==> config.mk <==
export PLATFORM = sky130hd
export DESIGN_NAME = instr_fetch
export DESIGN_NICKNAME = d
export VERILOG_FILES = /design/src/rtl/instr_fetch_pkg.sv /design/src/rtl/instr_fetch_buffer.sv /design/src/rtl/instr_fetch.sv
export SDC_FILE = /design/constraint.sdc
export NUM_CORES = 1
export LEC_CHECK = 0
export ABC_AREA = 0
export CELL_PAD_IN_SITES_DETAIL_PLACEMENT = 1
export CELL_PAD_IN_SITES_GLOBAL_PLACEMENT = 1
export CORE_MARGIN = 10
export CORE_UTILIZATION = 44
export DETAILED_ROUTE_END_ITERATION = 12
export GPL_TIMING_DRIVEN = 0
export PLACE_DENSITY = 0.85
export SYNTH_ARGS = -nofsm -noshare
export SYNTH_HDL_FRONTEND = slang
export SYNTH_SLANG_ARGS = --single-unit
==> constraint.sdc <==
create_clock -name clk -period 26.1 [get_ports clk]
set_input_delay 5.22 -clock clk [delete_from_list [all_inputs] [get_ports clk]]
set_output_delay 5.22 -clock clk [all_outputs]
set_load 0.02 [all_outputs]
==> src/rtl/instr_fetch_pkg.sv <==
// Shared types for the instruction-fetch front end: fetch entries, fetch FSM
// states and the reset PC default.
package instr_fetch_pkg;

    localparam int unsigned XLEN = 32;
    localparam logic [XLEN-1:0] RESET_PC_DEFAULT = 32'h0000_0000;

    typedef struct packed {
        logic [31:0] pc;
        logic [31:0] instr;
    } fetch_entry_t;

    typedef enum logic {
        RUN   = 1'b0,
        DRAIN = 1'b1
    } fetch_state_e;

    // Clear the byte offset of a redirect target.
    function automatic logic [XLEN-1:0] word_align(input logic [XLEN-1:0] addr);
        return addr & ~XLEN'(3);
    endfunction

endpackage

==> src/rtl/instr_fetch_buffer.sv <==
// Small synchronous FIFO of fetch entries with a synchronous clear; used for
// the prefetch buffer and for the per-transaction PC queue.
module instr_fetch_buffer
    import instr_fetch_pkg::*;
#(
    parameter int unsigned DEPTH = 2,
    localparam int unsigned PTR_W = $clog2(DEPTH),
    localparam int unsigned CNT_W = $clog2(DEPTH) + 1
) (
    input  logic               clk,
    input  logic               rst,
    input  logic               clear,
    input  logic               push,
    input  logic               pop,
    input  fetch_entry_t       wdata,
    output fetch_entry_t       rdata,
    output logic [CNT_W-1:0]   count
);

    fetch_entry_t     mem_q [DEPTH];
    logic [PTR_W-1:0] wr_ptr_q;
    logic [PTR_W-1:0] rd_ptr_q;
    logic [CNT_W-1:0] count_q;

    // Pointers wrap naturally because DEPTH is a power of two.
    always_ff @(posedge clk or posedge rst) begin
        if (rst) begin
            wr_ptr_q <= '0;
            rd_ptr_q <= '0;
            count_q  <= '0;
            for (int unsigned i = 0; i < DEPTH; i++) begin
                mem_q[PTR_W'(i)] <= '0;
            end
        end else if (clear) begin
            wr_ptr_q <= '0;
            rd_ptr_q <= '0;
            count_q  <= '0;
        end else begin
            if (push) begin
                mem_q[wr_ptr_q] <= wdata;
                wr_ptr_q        <= wr_ptr_q + PTR_W'(1);
            end
            if (pop) begin
                rd_ptr_q <= rd_ptr_q + PTR_W'(1);
            end
            count_q <= count_q + CNT_W'(push) - CNT_W'(pop);
        end
    end

    assign rdata = mem_q[rd_ptr_q];
    assign count = count_q;

endmodule

==> src/rtl/instr_fetch.sv <==
// RV32 PC generation and instruction fetch: issues word reads on the ibus,
// buffers returned words and hands {pc, instr} to decode, squashing on flush.
module instr_fetch
    import instr_fetch_pkg::*;
#(
    parameter logic [31:0] RESET_PC  = RESET_PC_DEFAULT,
    parameter int unsigned BUF_DEPTH = 2
) (
    input  logic        clk,
    input  logic        rst,
    input  logic        jump,
    input  logic [31:0] jump_addr,
    input  logic        flush,
    input  logic        stall_n,
    output logic        ibus_req,
    output logic [31:0] ibus_addr,
    input  logic        ibus_gnt,
    input  logic        ibus_rvalid,
    input  logic [31:0] ibus_rdata,
    output logic        instr_valid,
    output logic [31:0] instr,
    output logic [31:0] instr_pc,
    output logic        fetch_busy
);

    localparam int unsigned CNT_W = $clog2(BUF_DEPTH) + 1;
    localparam logic [CNT_W:0]   DEPTH_EXT = (CNT_W + 1)'(BUF_DEPTH);
    localparam logic [CNT_W-1:0] DEPTH_CNT = CNT_W'(BUF_DEPTH);

    fetch_state_e     state_q;
    fetch_state_e     state_n;
    logic [31:0]      fetch_pc_q;
    logic [31:0]      fetch_pc_n;
    logic [31:0]      deliver_pc_q;
    logic [31:0]      deliver_pc_n;
    logic [31:0]      redir_pc_q;
    logic [31:0]      redir_pc_n;
    logic [31:0]      target_c;
    logic             stale_q;
    logic             stale_n;
    logic [CNT_W-1:0] out_q;
    logic [CNT_W-1:0] out_n;
    logic [CNT_W-1:0] disc_q;
    logic [CNT_W-1:0] disc_n;
    logic [CNT_W-1:0] live_n;
    logic [CNT_W-1:0] fifo_cnt_n;
    logic [CNT_W-1:0] fifo_count;
    logic [CNT_W-1:0] pcq_count;
    logic             req_n;
    logic             busy_n;
    logic             flush_c;
    logic             gnt_c;
    logic             consume_c;
    logic             accept_c;
    logic             drop_c;
    logic             pcq_push_c;
    fetch_entry_t     fifo_wdata;
    fetch_entry_t     fifo_head;
    fetch_entry_t     pcq_wdata;
    fetch_entry_t     pcq_head;
    logic [31:0]      unused_pcq_instr;

    // A jump is always a redirect, so it squashes even if flush is missing.
    assign flush_c    = flush | jump;
    assign gnt_c      = ibus_req & ibus_gnt;
    assign consume_c  = instr_valid & stall_n & ~flush_c;
    assign pcq_push_c = gnt_c & ~stale_q & ~flush_c;

    assign pcq_wdata        = '{pc: fetch_pc_q, instr: '0};
    assign fifo_wdata       = '{pc: pcq_head.pc, instr: ibus_rdata};
    assign unused_pcq_instr = pcq_head.instr;

    // PC of every live in-flight transaction, in issue order.
    instr_fetch_buffer #(
        .DEPTH (BUF_DEPTH)
    ) u_pc_queue (
        .clk   (clk),
        .rst   (rst),
        .clear (flush_c),
        .push  (pcq_push_c),
        .pop   (accept_c),
        .wdata (pcq_wdata),
        .rdata (pcq_head),
        .count (pcq_count)
    );

    instr_fetch_buffer #(
        .DEPTH (BUF_DEPTH)
    ) u_prefetch_fifo (
        .clk   (clk),
        .rst   (rst),
        .clear (flush_c),
        .push  (accept_c),
        .pop   (consume_c),
        .wdata (fifo_wdata),
        .rdata (fifo_head),
        .count (fifo_count)
    );

    assign instr_valid = (fifo_count != '0);
    assign instr       = fifo_head.instr;
    assign instr_pc    = fifo_head.pc;
    assign ibus_addr   = fetch_pc_q;

    always_ff @(posedge clk or posedge rst) begin
        if (rst) begin
            state_q <= RUN;
        end else begin
            state_q <= state_n;
        end
    end

    // Stay in DRAIN while any old-path response, granted or still pending, is owed.
    always_comb begin
        state_n = state_q;
        case (state_q)
            RUN:     if (flush_c && ((disc_n != '0) || stale_n)) state_n = DRAIN;
            DRAIN:   if ((disc_n == '0) && !stale_n) state_n = RUN;
            default: state_n = RUN;
        endcase
    end

    always_comb begin
        accept_c = 1'b0;
        drop_c   = 1'b0;
        case (state_q)
            RUN: begin
                accept_c = ibus_rvalid && !flush_c && (pcq_count != '0);
            end
            DRAIN: begin
                drop_c   = ibus_rvalid && !flush_c && (disc_q != '0);
                accept_c = ibus_rvalid && !flush_c && (disc_q == '0) && (pcq_count != '0);
            end
            default: begin
                accept_c = 1'b0;
            end
        endcase
    end

    // Next-state datapath; a flush turns every outstanding transaction into a discard.
    always_comb begin
        target_c     = jump ? word_align(jump_addr) : deliver_pc_q;
        out_n        = out_q + CNT_W'(gnt_c) - CNT_W'(ibus_rvalid);
        fetch_pc_n   = fetch_pc_q;
        deliver_pc_n = deliver_pc_q;
        redir_pc_n   = redir_pc_q;
        stale_n      = stale_q;
        disc_n       = disc_q;
        fifo_cnt_n   = fifo_count + CNT_W'(accept_c) - CNT_W'(consume_c);
        if (flush_c) begin
            disc_n       = out_n;
            stale_n      = ibus_req && !ibus_gnt;
            redir_pc_n   = target_c;
            deliver_pc_n = target_c;
            fifo_cnt_n   = '0;
            if (!stale_n) begin
                fetch_pc_n = target_c;
            end
        end else begin
            disc_n = disc_q + CNT_W'(gnt_c && stale_q) - CNT_W'(drop_c);
            if (gnt_c) begin
                stale_n    = 1'b0;
                fetch_pc_n = stale_q ? redir_pc_q : fetch_pc_q + 32'd4;
            end
            if (consume_c) begin
                deliver_pc_n = instr_pc + 32'd4;
            end
        end
        live_n = out_n - disc_n;
        // A raised request is held until granted; otherwise issue only with a free slot.
        req_n  = (ibus_req && !ibus_gnt)
              || ((({1'b0, fifo_cnt_n} + {1'b0, live_n}) < DEPTH_EXT) && (out_n < DEPTH_CNT));
        busy_n = (out_n != '0) || (disc_n != '0) || stale_n;
    end

    always_ff @(posedge clk or posedge rst) begin
        if (rst) begin
            fetch_pc_q   <= RESET_PC;
            deliver_pc_q <= RESET_PC;
            redir_pc_q   <= RESET_PC;
            stale_q      <= 1'b0;
            out_q        <= '0;
            disc_q       <= '0;
            ibus_req     <= 1'b0;
            fetch_busy   <= 1'b0;
        end else begin
            fetch_pc_q   <= fetch_pc_n;
            deliver_pc_q <= deliver_pc_n;
            redir_pc_q   <= redir_pc_n;
            stale_q      <= stale_n;
            out_q        <= out_n;
            disc_q       <= disc_n;
            ibus_req     <= req_n;
            fetch_busy   <= busy_n;
        end
    end

    a_jump_with_flush: assert property (@(posedge clk) disable iff (rst) jump |-> flush)
        else $error("instr_fetch: jump asserted without flush");

endmodule

==> results of run 1 <==
==> worst max-delay path, stage by stage, from the launching register on <==
cell and delay (ps):
dfrtp_1 440, buf_6 200, buf_2 260, buf_2 370, clkbuf_1 500, buf_1 680
mux2_2 450, clkdlybuf4s50_1 570
==> flip-flops by register name (all words and copies together), names as in the netlist <==
signal                    flops
u_prefetch_fifo.mem_q       128
u_pc_queue.mem_q             64
deliver_pc_q                 32
ibus_addr                    32
redir_pc_q                   32
disc_q                        2
out_q                         2
u_pc_queue.count              2
u_prefetch_fifo.count         2
fetch_busy                    1
ibus_req                      1
stale_q                       1
state_q                       1
u_pc_queue.rd_ptr_q           1
u_pc_queue.wr_ptr_q           1
u_prefetch_fifo.rd_ptr_q      1
u_prefetch_fifo.wr_ptr_q      1
==> logic make-up after synthesis <==
kind of cell,count (synthesis),synth area share [%]
AND/OR/NAND/NOR,363,11.40
AO/OA/AOI/OAI,306,12.76
flip-flops,304,51.59
multiplexers,231,17.19
buffers and inverters,120,3.139
XOR/XNOR,48,2.851
adder cells (fa/ha/maj),12,1.069
==> routing by layer <==
layer	track usage (%)	routed length, um	vias up
met4	9.326	1788	2
met3	6.910	4406	116
met1	31.00	21540	6246
met5	0	13	-
li1	-	-	5366
met2	43.27	26010	490
==> synth_stat cells (3+ instances only) <==
cell	number
nor2_1	107
or3_1	6
mux2_2	178
and2_1	6
xor2_1	15
o22ai_1	12
a31oi_1	25
a211o_1	6
a22oi_1	11
nand3b_1	10
xnor2_1	33
o21a_1	3
dfrtp_1	304
a211oi_1	6
inv_1	29
and3_1	10
clkbuf_1	70
ha_1	11
or2_2	5
o211ai_1	8
nand2_1	124
mux2i_1	53
a21o_1	10
o21ai_0	85
nor3_1	14
o32a_1	4
o22a_1	6
o31ai_1	3
o311ai_0	3
buf_1	15
a22o_1	15
nand2b_1	10
nand3_1	37
nand4_1	10
buf_2	4
and4_1	4
nor4_1	10
a21oi_1	92
==> final cells by class <==
cell class	count	share of cell area, %
flip-flops and latches	304	41.79
inverters	30	0.6598
clock buffers	48	5.588
plain buffers	90	1.924
well taps	442	3.038
repair buffers	168	9.430
multi-input cells	960	36.67
clock inverters	12	0.9003
==> worst min-delay path by stage <==
stage,start,end,slack [ps]
global placement,redir_pc_q[29],redir_pc_q[29],450
finish,redir_pc_q[17],redir_pc_q[17],470
detailed placement,redir_pc_q[17],redir_pc_q[17],460
global route,redir_pc_q[22],redir_pc_q[22],500
CTS,redir_pc_q[17],redir_pc_q[17],480
floorplan,redir_pc_q[12],redir_pc_q[12],440
==> layout by cell type, fill, tap and decap left out, types with 14 or more instances in the layout <==
cell,n
mux2_2,178
buf_1,15
mux2i_1,53
clkdlybuf4s50_1,166
dfrtp_1,304
clkbuf_1,76
inv_1,28
a22o_1,15
nor2_1,107
a21oi_1,92
xor2_1,15
nor3_1,14
a31oi_1,25
nand3_1,37
o21ai_0,85
nand2_1,124
xnor2_1,33
clkbuf_16,37
==> through the flow <==
step | worst slack [ps] | total power (W) | utilization, %
2_1_floorplan | 12480 | 0.0008990 | -
3_3_place_gp | 8838 | 0.001111 | 51.74
3_5_place_dp | 16470 | 0.001136 | 51.93
4_1_cts | 16880 | 0.001655 | 55.53
5_1_grt | 16670 | 0.001724 | 55.53
6_report | 16870 | 0.001655 | 55.53
==> report_power, final <==
part | internal [W] | switching [W] | total, W
clock network | 0.000312 | 0.000202 | 0.000514
logic | 0.000200 | 0.000279 | 0.000479
registers | 0.000560 | 0.000101 | 0.000661
total | 0.00107 | 0.000582 | 0.00165
==> results.md, run 1 <==
- Post-synth ARST share: 100.0%
- Number of synthesized register bits: 304
- Placed instance count: 1994
- Final non-filler cell total: 2054
- Reg clk slew, reported paths: 60 ps
- Fmax achieved: 108.4 MHz
- Cts hold-fix bufs: 0
- Root Driver: clkbuf_16
- Most used DFF post-synth: dfrtp_1
- Final hold violation count: 0
- Slew headroom: 26.70%
- FF-to-FF setup slack: 20910 ps
- Synth Net Count: 1467
- Reg2Reg Depth: 13
- Buffers added on ports: 166
- Nets: 1673
- Gr usage total: 25.71%
- Largest net degree at the start of global routing: 132
- Lkg Pwr: 7.994 nW
- Layout area overhead: 23.45%
- Post-synthesis cell count: 1384
- Final WL: 53760 um
- Top-area cell type share of the netlist area: 51.59%
- Sequential cell area: 7607 um2
- Part of the cycle the worst path needs: 35.35%
- Syn Std Cell Area: 14750 um2
- Power per Cell Area: 90.89 nW/um2
- Critical path arrival: 4010 ps
- Top post-synthesis cells by area: dfrtp_1, mux2_2, mux2i_1
- RSZ-0062 raised after global routing: no
- Critical Path Fanout Max: 10
- TritonCTS clock tree: built
- MaxCap Viol Count: 0
- Reg-to-Reg End: deliver_pc_q[28]
- Total CTS buffers: 36
- First-pass GRT wire length: 82190 um
- Vias: 12220
- Std cell rows: 66
- Min-Delay Path Class: reg2reg
- Layout cells sized above 1: 15.45%
- PostCTS Resize Cnt: 0
- Fin Clk Skew: 32.92 ps
- ANT cells: 0
- Finished layout cell area: 18210 um2
- Router iterations before antenna repair: 5
- Critical path data required time: 20880 ps
- Worst-Skew Late Latency: 530 ps
- Max Root-Sink Buffers: 3
- Final Critical Period: 9225 ps
- Startpoint types: flip-flop
- Status: finished, final reports clean
- Die H: 203.1 um
- Vias in the first global route: 13345
- Area occupied by multi-input gates: 6676 um2
- # setup viols final: 0
- Placed Area: 17020 um2
- Clk sinks: 304
- Ys Warns: 0
- GPL Wtd Cong: 0.9384
- Hpwl dp: 39140 um
- Die width: 203.1 um
- Io pins: 170
- Starting Density: 44.98%
- Antenna violations before repair: 1
- Setup CP Type: reg2out
- Slew Viols, Final: 0
- Peak VDD IR: 0.00005556 V
- Crit path from: u_prefetch_fifo.rd_ptr_q
- Min Hold Slack: 473.7 ps
- CP endpoint: instr_pc[3]
- Setup tns final: 0 ps
- Yosys cell types: 60
- Worst r2r src: u_prefetch_fifo.rd_ptr_q
- Residual DRC: 0
- Setup Fix Bufs, Post-CTS: 0
- Critical path capture point type: output port
- Synth area leader: dfrtp_1
- Drt first-iter violations: 739
- Hold Crit Depth: 1
- Sequential area share after synthesis: 51.59%
- CTS HTree Levels: 2
- Via/cell ratio: 5.949
- Mean Syn Cell Area: 10.66 um2
- Core area: 32780 um2
- Area of the die: 41240 um2
- EDFF count, synth: 0
- Worst-Margin Slew: 1099 ps
- Remaining global-route overflow: 0
- Fillers: 3533
- Routed Antenna Nets: 0
- Post-DR wirelength/cell: 26.17 um
Power figures use the tool's default switching activity.
==> run 2: changes to the inputs <==
CORE_UTILIZATION = 40   (was 44)
PLACE_DENSITY = 0.82   (was 0.85)
clock period = 7.68 ns   (was 26.1 ns; I/O delays follow)
==> run 2 against run 1 <==
Net effect:
- clock skew decreased by 12 ps
- final area grew 0.45%
- wire length is 0.15% lower
- first-iteration DRC count up 23%
- via count rose by 1.1%
- clock power grew to 3.2 times the previous value
- largest cell class unchanged
==> results.md, run 2 (synthesis results as in run 1) <==
- Reg2Reg Depth: 13
- Reg-to-Reg End: deliver_pc_q[28]
- Finished layout cell area: 18290 um2
- Die H: 212.0 um
- Part of the cycle the worst path needs: 72.18%
- FF-to-FF setup slack: 2510 ps
- Gr usage total: 23.71%
- Largest regs: u_prefetch_fifo.mem_q x128, u_pc_queue.mem_q x64
- TritonCTS clock tree: built
- Antenna violations before repair: 0
- Layout area overhead: 24.00%
- Largest Register: u_prefetch_fifo.mem_q
- Max Root-Sink Buffers: 3
- Startpoint types: input pin
- Vias: 12360
- Io pins: 170
- Peak VDD IR: 0.0001463 V
- First-pass GRT wire length: 81500 um
- Vias in the first global route: 13338
- Residual DRC: 0
- Placed Area: 17160 um2
- Routed Antenna Nets: 0
- Total CTS buffers: 36
- MaxCap Viol Count: 0
- Pre-CTS WS: 1706 ps
- Critical Path Fanout Max: 10
- Layout cells sized above 1: 15.83%
- Slew headroom: 23.09%
- Final hold violation count: 0
- Hpwl dp: 39300 um
- Final design utilization: 50.07%
- Nets: 1679
- Core area: 36520 um2
- Largest net degree at the start of global routing: 45
- # setup viols final: 0
- Cell Int Power: 0.003568 W
- Die width: 212.0 um
- Comb pwr share: 29.5%
- Critical path arrival: 5990 ps
- Reg clk slew, reported paths: 60 ps
- Slew Viols, Final: 0
- Router iterations before antenna repair: 5
- Worst-Margin Slew: 1154 ps
- Status: finished, final reports clean
- Worst-Skew Late Latency: 530 ps
- Commonest non-fill, non-tap cell in the layout: dfrtp_1
- Hold Crit Start: redir_pc_q[11]
- Std cell rows: 70
- Final WL: 53680 um
- Critical path capture point type: flip-flop
- Cts hold-fix bufs: 0
- Max reg flops: 128
- Lkg Pwr: 8.005 nW
- Area occupied by multi-input gates: 6676 um2
- Switching share of power: 35.70%
- Setup ws final: 2137 ps
- Fillers: 3966
- Area of the die: 44950 um2
- Via/cell ratio: 5.928
- Sequential cell area: 7607 um2
- Critical path data required time: 8120 ps
- ANT cells: 0
- Switching pwr: 0.001981 W
- Clk sinks: 304
- Reg power frac: 40.5%
- Root Driver: clkbuf_16
- Post-DR wirelength/cell: 25.74 um
- Fin Clk Skew: 21.10 ps
- Remaining global-route overflow: 0
- Setup Fix Bufs, Post-CTS: 0
- RSZ-0062 raised after global routing: no
- Fmax achieved: 180.4 MHz
- Hold worst-path end: redir_pc_q[11]
- Worst r2r src: u_prefetch_fifo.rd_ptr_q
- Min-Delay Path Class: reg2reg
- Min Hold Slack: 475.4 ps
- CTS HTree Levels: 2
- Buffers added on ports: 166
- Final Critical Period: 5544 ps
- Drt first-iter violations: 907
- Power per Cell Area: 303.4 nW/um2
- Most frequent cells in the layout: dfrtp_1, mux2_2, clkdlybuf4s50_1, nand2_1, nor2_1
- Setup CP Type: in2reg
- GPL Wtd Cong: 0.9341
- PostCTS Resize Cnt: 0
- Starting Density: 40.38%
- Hold Crit Depth: 1
- Clock network power share: 30.1%
run 2: power groups by stage:
stage / clock [W] / sequential, W / combinational, W
4_1_cts: 0.00169 / 0.00223 / 0.00163
2_1_floorplan: 0 / 0.00222 / 0.000839
6_report: 0.00167 / 0.00225 / 0.00164
3_5_place_dp: 0 / 0.00226 / 0.00161
3_3_place_gp: 0 / 0.00223 / 0.00155
5_1_grt: 0.00176 / 0.00228 / 0.00175
run 2: per-layer routing:
metal  vias to the layer above  track usage, %  routed length, um
li1                       5377               -                  -
met1                      6322           28.73              21040
met2                       526           38.93              25760
met3                       135           5.905               4509
met4                         0           11.13               2369
met5                         -               0                  0
run 2: critical path, stage by stage:
cell	delay, ps
clkdlybuf4s50_1	520
nor2_1	420
clkbuf_1	570
clkbuf_1	700
nand2_1	130
nor2_1	140
ha_1	240
inv_1	60
ha_1	150
xor2_1	170
xnor2_1	180
xor2_1	190
nor2_1	70
xnor2_1	180
fa_1	520
nand2_1	70
o21ai_0	150
run 2: how the worst max path moves through the flow:
stage | to | depth (start not counted) | start | slack [ps]
2_1_floorplan | deliver_pc_q[0] | 1 | rst | 2100
3_5_place_dp | ibus_req | 17 | flush | 1710
6_report | ibus_req | 17 | flush | 2140
4_1_cts | instr_pc[3] | 7 | u_prefetch_fifo.rd_ptr_q | 2110
3_3_place_gp | ibus_addr[6] | 2 | rst | -60
5_1_grt | ibus_req | 17 | flush | 1800
run 2: layout make-up:
cell class,count,share of cell area (%)
repair buffers,174,9.962
clock inverters,11,0.4995
well taps,468,3.202
flip-flops and latches,304,41.60
clock buffers,48,5.672
plain buffers,90,1.916
multi-input cells,960,36.51
inverters,30,0.6363
run 2: metrics by stage:
step / setup TNS [ps] / std cells / total power (W)
5_1_grt: 0 / 2085 / 0.005791
2_1_floorplan: 0 / 1384 / 0.003056
3_3_place_gp: -10720 / 2018 / 0.003787
6_report: 0 / 2085 / 0.005549
4_1_cts: 0 / 2085 / 0.005557
3_5_place_dp: 0 / 2026 / 0.003870
==> run 3: changes to the inputs <==
clock period = 5 ns   (was 7.68 ns; I/O delays follow)
==> run 3 against run 2 <==
Net effect:
- first-iteration DRC count rose by 0.33%
- clock power up 53%
- sequential power grew 53%
- die area did not move
- critical path type is now reg2reg
==> results.md, run 3 (synthesis results as in run 1) <==
- Total chip power: 0.008527 W
- Power per Cell Area: 466.3 nW/um2
- Std cell rows: 70
- Die H: 212.0 um
- Placed instance count: 2026
- Core area: 36520 um2
- Root Driver: clkbuf_16
- Largest Register: u_prefetch_fifo.mem_q
- Gr usage total: 23.71%
- Peak VDD IR: 0.0002248 V
- Max reg flops: 128
- Status: finished, final reports clean
- First-pass GRT wire length: 81500 um
- GPL Wtd Cong: 0.9341
- Startpoint types: flip-flop
- Hpwl dp: 39300 um
- Min Hold Slack: 474.0 ps
- Worst-Skew Late Latency: 530 ps
- Remaining global-route overflow: 0
- Cts hold-fix bufs: 0
- Layout area overhead: 24.00%
- Die width: 212.0 um
- Max Root-Sink Buffers: 3
- Fillers: 3963
- Slew Viols, Final: 0
- Fmax achieved: 211.7 MHz
- CTS HTree Levels: 2
- Reg clk slew, reported paths: 60 ps
- TritonCTS clock tree: built
- Most frequent cells in the layout: dfrtp_1, mux2_2, clkdlybuf4s50_1, nand2_1, nor2_1
- Vias in the first global route: 13338
- Io pins: 170
- Lkg Pwr: 8.014 nW
- Final Critical Period: 4723 ps
- Clk sinks: 304
- Layout cells sized above 1: 16.03%
- Routed Antenna Nets: 0
- # setup viols final: 0
- Critical path capture point type: flip-flop
- Slew headroom: 27.18%
- Post-DR wirelength/cell: 25.79 um
- ANT cells: 0
- Vias: 12331
- Area of the die: 44950 um2
- Router iterations before antenna repair: 5
- Commonest non-fill, non-tap cell in the layout: dfrtp_1
- Via/cell ratio: 5.917
- Starting Density: 40.38%
- Largest net degree at the start of global routing: 45
- Total CTS buffers: 36
- Antenna violations before repair: 0
- Drt first-iter violations: 910
- Residual DRC: 0
- Final WL: 53750 um
- Setup CP Type: reg2reg
- MaxCap Viol Count: 0
- Critical Path Fanout Max: 10
- Buffers added on ports: 166
- Final design utilization: 50.07%
- Pre-CTS WS: -438.5 ps
- Nets: 1678
- Worst-Margin Slew: 1092 ps
- Critical path arrival: 5150 ps
- Final hold violation count: 0
- Setup ws final: 277.0 ps
- Critical path data required time: 5430 ps
- Fin Clk Skew: 17.58 ps
- Final non-filler cell total: 2084
- RSZ-0062 raised after global routing: no
- Min-Delay Path Class: reg2reg
- Largest regs: u_prefetch_fifo.mem_q x128, u_pc_queue.mem_q x64
- Part of the cycle the worst path needs: 94.46%
run 3: cell count changes in the layout (fill, tap and decap cells not counted), sizes merged:
cell,change
clkbuf,-1
run 3: worst max-delay path: stages (launching register included):
cell,delay (ps)
dfrtp_1,430
clkbuf_1,470
buf_2,370
buf_1,690
mux2_2,400
ha_1,260
nand4_1,150
a21oi_1,590
nand3_1,340
nor4_1,400
xnor2_1,220
a311oi_1,300
run 3: final cells by class:
cell class	count	area, um2	area share, %
multi-input combinational	960	6676	36.51
clock buffer	48	1037	5.672
clock inverter	11	91.34	0.4995
buffer	89	350.3	1.916
timing repair buffer	174	1822	9.962
inverter	30	116.4	0.6363
sequential	304	7607	41.60
tap	468	585.6	3.202
run 3: path summary, 6_finish.rpt:
kind,slack (ps),end,from,cells past startpoint
max,280,deliver_pc_q[28],u_prefetch_fifo.rd_ptr_q,11
min,470,redir_pc_q[11],redir_pc_q[11],1
max reg2reg,280,deliver_pc_q[28],u_prefetch_fifo.rd_ptr_q,11
min reg2reg,470,redir_pc_q[11],redir_pc_q[11],1
max in group asynchronous,2560,deliver_pc_q[14],rst,7
min in group asynchronous,870,u_prefetch_fifo.mem_q[91],rst,2
run 3: through the flow:
stage,instance area [um2],setup TNS (ps)
2_1_floorplan,14750,-13070
3_3_place_gp,17000,-661730
3_5_place_dp,17160,-828.9
4_1_cts,18290,0
5_1_grt,18290,0
6_report,18290,0
run 3: metal layers:
metal  global-route usage, %  part of all wire (%)  wire [um]  up-vias
li1                        -                     -          -     5361
met1                   28.73                    39      21030     6310
met2                   38.93                    48      25690      521
met3                   5.905                   8.6       4642      139
met4                   11.13                   4.4       2388        0
met5                       0                     0          0        -
run 3: where the power goes:
group	total, W	internal, W	switching (W)
sequential	0.00345	0.00292	0.000523
combinational	0.00252	0.00105	0.00146
clock	0.00256	0.00150	0.00106
run 3: repair_timing:
item / CTS / global route
endpoints found under the setup margin: 4 / 3
buffers inserted: 0 / 0
cloned: 0 / 0
pin swaps: 0 / 0
resized for setup: 1 / 5
